### src/rtl/seg7_capture.sv
// Receiving end of the multiplexed 7-segment display lines: synchronises, waits for a
// stable pattern, decodes the cathodes back to a 4-bit code and stores it per position.

module seg7_capture_slot (
    input  logic       clk,
    input  logic       reset_n,
    input  logic       load,
    input  logic [3:0] code,
    output logic [3:0] code_q,
    output logic       valid
);
    always_ff @(posedge clk or negedge reset_n) begin
        if (!reset_n) begin
            code_q <= 4'hF;
            valid  <= 1'b0;
        end else if (load) begin
            code_q <= code;
            valid  <= 1'b1;
        end
    end
endmodule

module seg7_capture #(
    parameter int STABLE_CYCLES = 4,
    parameter int CNT_W         = 3
) (
    input  logic        clk,
    input  logic        reset_n,
    input  logic [3:0]  anodes_in,
    input  logic [6:0]  cathodes_in,
    input  logic        err_clear,
    output logic [15:0] digits_out,
    output logic [3:0]  digit_valid,
    output logic        decode_err,
    output logic        frame_done
);
    localparam int NUM_POS = 4;
    localparam logic [CNT_W-1:0] CNT_MAX = CNT_W'(STABLE_CYCLES);
    localparam logic [CNT_W-1:0] CNT_ACC = CNT_W'(STABLE_CYCLES - 1);

    typedef struct packed {
        logic [3:0] anodes;
        logic [6:0] cathodes;
    } sample_t;

    typedef struct packed {
        logic       legal;
        logic [3:0] code;
    } dec_t;

    function automatic dec_t decode(input logic [6:0] c);
        dec_t d;
        d.legal = 1'b1;
        d.code  = 4'h0;
        case (c)
            7'b1000000: d.code = 4'h0;
            7'b1111001: d.code = 4'h1;
            7'b0100100: d.code = 4'h2;
            7'b0110000: d.code = 4'h3;
            7'b0011001: d.code = 4'h4;
            7'b0010010: d.code = 4'h5;
            7'b0000010: d.code = 4'h6;
            7'b1111000: d.code = 4'h7;
            7'b0000000: d.code = 4'h8;
            7'b0010000: d.code = 4'h9;
            7'b0100001: d.code = 4'hD;
            7'b0000110: d.code = 4'hE;
            7'b1111111: d.code = 4'hF;
            default:    d.legal = 1'b0;
        endcase
        return d;
    endfunction

    sample_t                    sync1, sync2, prev;
    logic [CNT_W-1:0]           cnt;
    logic [NUM_POS-1:0]         seen;
    logic [NUM_POS-1:0][3:0]    digits;
    logic [NUM_POS-1:0]         sel, load;
    logic                       stable, accept, single, set_err;
    dec_t                       dec;

    // Two flops for metastability, a third to compare consecutive synced samples
    always_ff @(posedge clk or negedge reset_n) begin
        if (!reset_n) begin
            sync1 <= '1;
            sync2 <= '1;
            prev  <= '1;
            cnt   <= '0;
        end else begin
            sync1 <= {anodes_in, cathodes_in};
            sync2 <= sync1;
            prev  <= sync2;
            if (!stable)
                cnt <= '0;
            else if (cnt != CNT_MAX)
                cnt <= cnt + 1'b1;
        end
    end

    assign stable = (sync2 == prev);
    // cnt saturates past CNT_ACC, so each stable run yields a single accept
    assign accept = stable && (cnt == CNT_ACC);
    assign sel    = ~sync2.anodes;
    assign single = (sel != '0) && ((sel & (sel - 4'd1)) == '0);
    assign dec    = decode(sync2.cathodes);

    assign load    = (accept && single && dec.legal) ? sel : '0;
    assign set_err = accept && (sel != '0) && (!single || !dec.legal);

    for (genvar k = 0; k < NUM_POS; k++) begin : g_pos
        seg7_capture_slot u_slot (
            .clk     (clk),
            .reset_n (reset_n),
            .load    (load[k]),
            .code    (dec.code),
            .code_q  (digits[k]),
            .valid   (digit_valid[k])
        );
    end

    assign digits_out = digits;

    always_ff @(posedge clk or negedge reset_n) begin
        if (!reset_n) begin
            seen       <= '0;
            frame_done <= 1'b0;
            decode_err <= 1'b0;
        end else begin
            frame_done <= 1'b0;
            if (load != '0) begin
                if (&(seen | load)) begin
                    seen       <= '0;
                    frame_done <= 1'b1;
                end else begin
                    seen <= seen | load;
                end
            end
            // A new error outranks a simultaneous clear
            if (set_err)
                decode_err <= 1'b1;
            else if (err_clear)
                decode_err <= 1'b0;
        end
    end
endmodule
### config.mk
export PLATFORM = sky130hd
export DESIGN_NAME = seg7_capture
export DESIGN_NICKNAME = d
export VERILOG_FILES = /design/src/rtl/seg7_capture.sv
export SDC_FILE = /design/constraint.sdc
export NUM_CORES = 1
export LEC_CHECK = 0
export BUFFER_PORTS_ARGS = -buffer_cell sky130_fd_sc_hd__buf_2
export CAP_MARGIN = 20
export CELL_PAD_IN_SITES_DETAIL_PLACEMENT = 1
export CELL_PAD_IN_SITES_GLOBAL_PLACEMENT = 1
export CORE_MARGIN = 2
export CORE_UTILIZATION = 46
export CTS_BUF_LIST = sky130_fd_sc_hd__clkbuf_16
export CTS_CLUSTER_DIAMETER = 80
export DETAILED_ROUTE_END_ITERATION = 7
export GPL_ROUTABILITY_DRIVEN = 0
export GPL_TIMING_DRIVEN = 0
export PLACE_DENSITY = 0.8
export SETUP_SLACK_MARGIN = 0.05
export SLEW_MARGIN = 10
export SYNTH_ARGS = -nofsm -noshare
export SYNTH_HDL_FRONTEND = slang
export SYNTH_SLANG_ARGS = --single-unit
### constraint.sdc
create_clock -name clk -period 2.4 [get_ports clk]
set_clock_uncertainty 0.1 [all_clocks]
set_input_delay 0.48 -clock clk [delete_from_list [all_inputs] [get_ports clk]]
set_output_delay 0.48 -clock clk [all_outputs]
set_load 0.01 [all_outputs]
==> reports/metrics.yaml <==
layout:
  finish.cell_count_without_fillers: 326
  diodes: 0
  drive_above_1_share_pct: 58.3
  area_of_all_placed_cells_without_fillers_mm2: 0.00341
  layout-area-overhead-vs-synth_pct: 26.8
  finish.net_count: 266
worst_setup_path:
  startpoint_type: "flip-flop"
  worst_ep_required_time_ns: 2.55
  crit_arrival_ns: 2.45
  worstSetupPathType: "flip-flop to flip-flop"
  worstPathMaxFanout: 6
  end_kind: "flip-flop"
power:
  power_density_of_the_placed_cells_mw_per_mm2: 751
  total_leakage_power_uw: 0.00150
  totalPowerFinal_uw: 2560
  vdd_drop_max_mv: 0.748
drt:
  drt-initial-drc-count: 33
  detailroute.via_count: 1738
  route.antenna.remaining_nets: 0
  wire_length_after_detailed_routing_mm: 5.96
  drt-vias-per-instance: 5.33
  remaining_drc_errors: 0
  drt_pass1_iterations: 4
  routedWlPerCell_um: 18.3
outcome:
  status: "finished, final reports clean"
yosys:
  seq_area_frac_synth_pct: 60.0
  synth_seq_cells: 62
  synth_top_family_by_area: "compound AO/OA/AOI/OAI gates"
  netlist-cell-type-count: 48
  post_synth_and_or_nand_nor_area_fraction_pct: 10.8
  synth.mux.area_fraction_pct: 6.70
  synthesis.nets: 216
  synthMostInstantiatedCell: "sky130_fd_sc_hd__dfstp_2"
  synth.top_cells.by_area: "sky130_fd_sc_hd__dfstp_2 (48%), sky130_fd_sc_hd__dfrtp_1 (12%), sky130_fd_sc_hd__xor2_1 (4.2%)"
  synth_fa_ha_area_share_pct: 1.40
  async_reset_ff_share_pct: 100
  synth_area_per_cell_um2: 13.5
  synth_compound_gate_area_share_pct: 11.7
  yosys.area.top_type_share_pct: 47.9
  synth_cells: 199
  yosys-top-cells-count: "sky130_fd_sc_hd__dfstp_2 (49), sky130_fd_sc_hd__dfrtp_1 (13), sky130_fd_sc_hd__xor2_1 (13)"
  post-synth-top-area-cell: "sky130_fd_sc_hd__dfstp_2"
  yosys_warnings: 0
  synth_enable_flop_cells: 0
  mappedNetlistArea_mm2: 0.00269
  yosys_most_used_dff: "sky130_fd_sc_hd__dfstp_2"
  yosys.area_share.xor_xnor_pct: 4.88
timing:
  slew_headroom_pct: 51.1
  crit_share_post_route_pct: 95.6
  final-setup-viol-count: 0
  grt_setup_unrepaired: "no"
  finalHoldViolCount: 0
  timing.hold.ws_ns: 0.129
  timing_max_transition_violations_final: 0
  post-route-min-period_ns: 2.29
  tightest_slew_ns: 0.734
  clock.fmax_mhz: 436
clocking:
  clock_path_buffers: 2
  cts_root_buffer: "sky130_fd_sc_hd__clkbuf_16"
  tritoncts.num_buffers: 9
  worst_path_clk_slew_ns: 0.06
  clock-sinks: 62
  clock_latency_ns: 0.33
  cts_max_level: 3
  tritoncts_clock_tree: "built"
  cts_hold_buf: 0
run:
  max_cap_viol_count: 0
place:
  dpl.cell_count: 306
  detailed_place_hpwl_mm: 3.58
  place.port_buffers: 35
  post_place_instance_area_mm2: 0.00296
grt:
  grt_pass1_wl_mm: 9.52
  global_route.overflow_total: 0
  largest_net_degree_at_the_start_of_global_routing: 63
  first_global_vias: 1916
  grt_antenna_before_repair: 0
  track_usage_pct: 20.3
floorplan:
  rows: 27
  ios: 36
  floorplan.initialDensity_pct: 48.3
  floorplan.die.width_um: 80.5
  floorplan.core_area_mm2: 0.00557
  fp.dieH_um: 80.5
  die_area_mm2: 0.00648
hold_path:
  hp-class: "input port to asynchronous set/reset pin"
==> final cells by class <==
class	count	area [um2]
fill	562	2160
sequential	62	1610
multi-input combinational	115	1030
timing repair buffer	42	253
clock buffer	9	225
buffer	10	90.1
tap	72	90.1
clock inverter	7	78.8
inverter	9	33.8
==> layout by cell type (no fill, tap or decap), types with 2 or more instances in the layout <==
| cell | instances |
|---|---|
| sky130_fd_sc_hd__a21oi_1 | 10 |
| sky130_fd_sc_hd__and4_4 | 2 |
| sky130_fd_sc_hd__buf_12 | 2 |
| sky130_fd_sc_hd__buf_2 | 34 |
| sky130_fd_sc_hd__buf_4 | 11 |
| sky130_fd_sc_hd__buf_6 | 4 |
| sky130_fd_sc_hd__clkbuf_16 | 9 |
| sky130_fd_sc_hd__clkinv_4 | 2 |
| sky130_fd_sc_hd__dfrtp_1 | 13 |
| sky130_fd_sc_hd__dfstp_2 | 49 |
| sky130_fd_sc_hd__ha_1 | 3 |
| sky130_fd_sc_hd__inv_1 | 9 |
| sky130_fd_sc_hd__inv_6 | 2 |
| sky130_fd_sc_hd__mux2_1 | 4 |
| sky130_fd_sc_hd__mux2_2 | 10 |
| sky130_fd_sc_hd__mux2_4 | 2 |
| sky130_fd_sc_hd__nand2_1 | 9 |
| sky130_fd_sc_hd__nand2b_1 | 4 |
| sky130_fd_sc_hd__nand3_1 | 4 |
| sky130_fd_sc_hd__nor2_1 | 5 |
| sky130_fd_sc_hd__nor2b_1 | 2 |
| sky130_fd_sc_hd__nor3_1 | 4 |
| sky130_fd_sc_hd__nor3b_1 | 5 |
| sky130_fd_sc_hd__nor4_1 | 2 |
| sky130_fd_sc_hd__nor4_2 | 3 |
| sky130_fd_sc_hd__o211ai_4 | 4 |
| sky130_fd_sc_hd__o21ai_0 | 3 |
| sky130_fd_sc_hd__o21ai_4 | 2 |
| sky130_fd_sc_hd__xnor2_1 | 2 |
| sky130_fd_sc_hd__xor2_1 | 13 |
==> where the power goes <==
part,total (uW),switching (uW),internal [uW]
registers,1120,25.0,1100
clock network,1300,491,814
logic,135,83.5,51.7
==> final timing paths <==
check / from / to / slack [ns] / cells past startpoint
worst max-delay path: sync2[4] / g_pos[1].u_slot.code_q[1] / 0.11 / 7
worst min-delay path: reset_n / cnt[0] / 0.13 / 1
worst max register to register: sync2[4] / g_pos[1].u_slot.code_q[1] / 0.11 / 7
worst min register to register: sync1[3] / sync2[3] / 0.25 / 0
max in group asynchronous: reset_n / g_pos[0].u_slot.valid / 1.60 / 1
min in group clk: cathodes_in[0] / sync1[0] / 0.14 / 1
==> state kept, by name, indices dropped and copies added (netlist names), 3 cells and up <==
name                 count
cnt                      3
seen                     4
g_pos.u_slot.code_q     16
prev                    11
g_pos.u_slot.valid       4
sync1                   11
sync2                   11
==> repair_timing <==
item                                    in CTS  in global routing
endpoints found under the setup margin      21                 19
resized for setup                           10                 12
setup buffers                                2                  5
pin swaps                                    3                  5
==> through the flow <==
stage | TNS [ns] | setup WS (ns) | utilization [%]
floorplan | 0 | 0.205 | -
global placement | -0.921 | -0.128 | 53.0
detailed placement | -1.78 | -0.187 | 53.1
CTS | 0 | 0.0562 | 59.9
global route | 0 | 0.0259 | 61.2
finish | 0 | 0.106 | 61.2
==> metal layers <==
| layer | global-route usage [%] | wire (um) | up-vias |
|---|---|---|---|
| met4 | 7.63 | 83 | 0 |
| met3 | 6.74 | 250 | 7 |
| met2 | 34.5 | 3170 | 39 |
| met5 | 0 | 0 | - |
| li1 | - | - | 797 |
| met1 | 23.9 | 2460 | 895 |
==> critical path, cell delays in order, from the launching register on <==
cell and delay (ns):
sky130_fd_sc_hd__dfstp_2 0.57, sky130_fd_sc_hd__clkbuf_2 0.17, sky130_fd_sc_hd__nor4_1 0.08, sky130_fd_sc_hd__a21oi_1 0.28, sky130_fd_sc_hd__o311ai_4 0.14, sky130_fd_sc_hd__buf_12 0.16
sky130_fd_sc_hd__o211ai_4 0.32, sky130_fd_sc_hd__mux2_2 0.39
==> cells by family after synthesis <==
logic type	count (synthesis)
compound gates	33
buf+inv	22
mux	16
flops	62
fa+ha+maj	3
xor+xnor	15
simple gates	48
(Power assumes the default switching activity.)
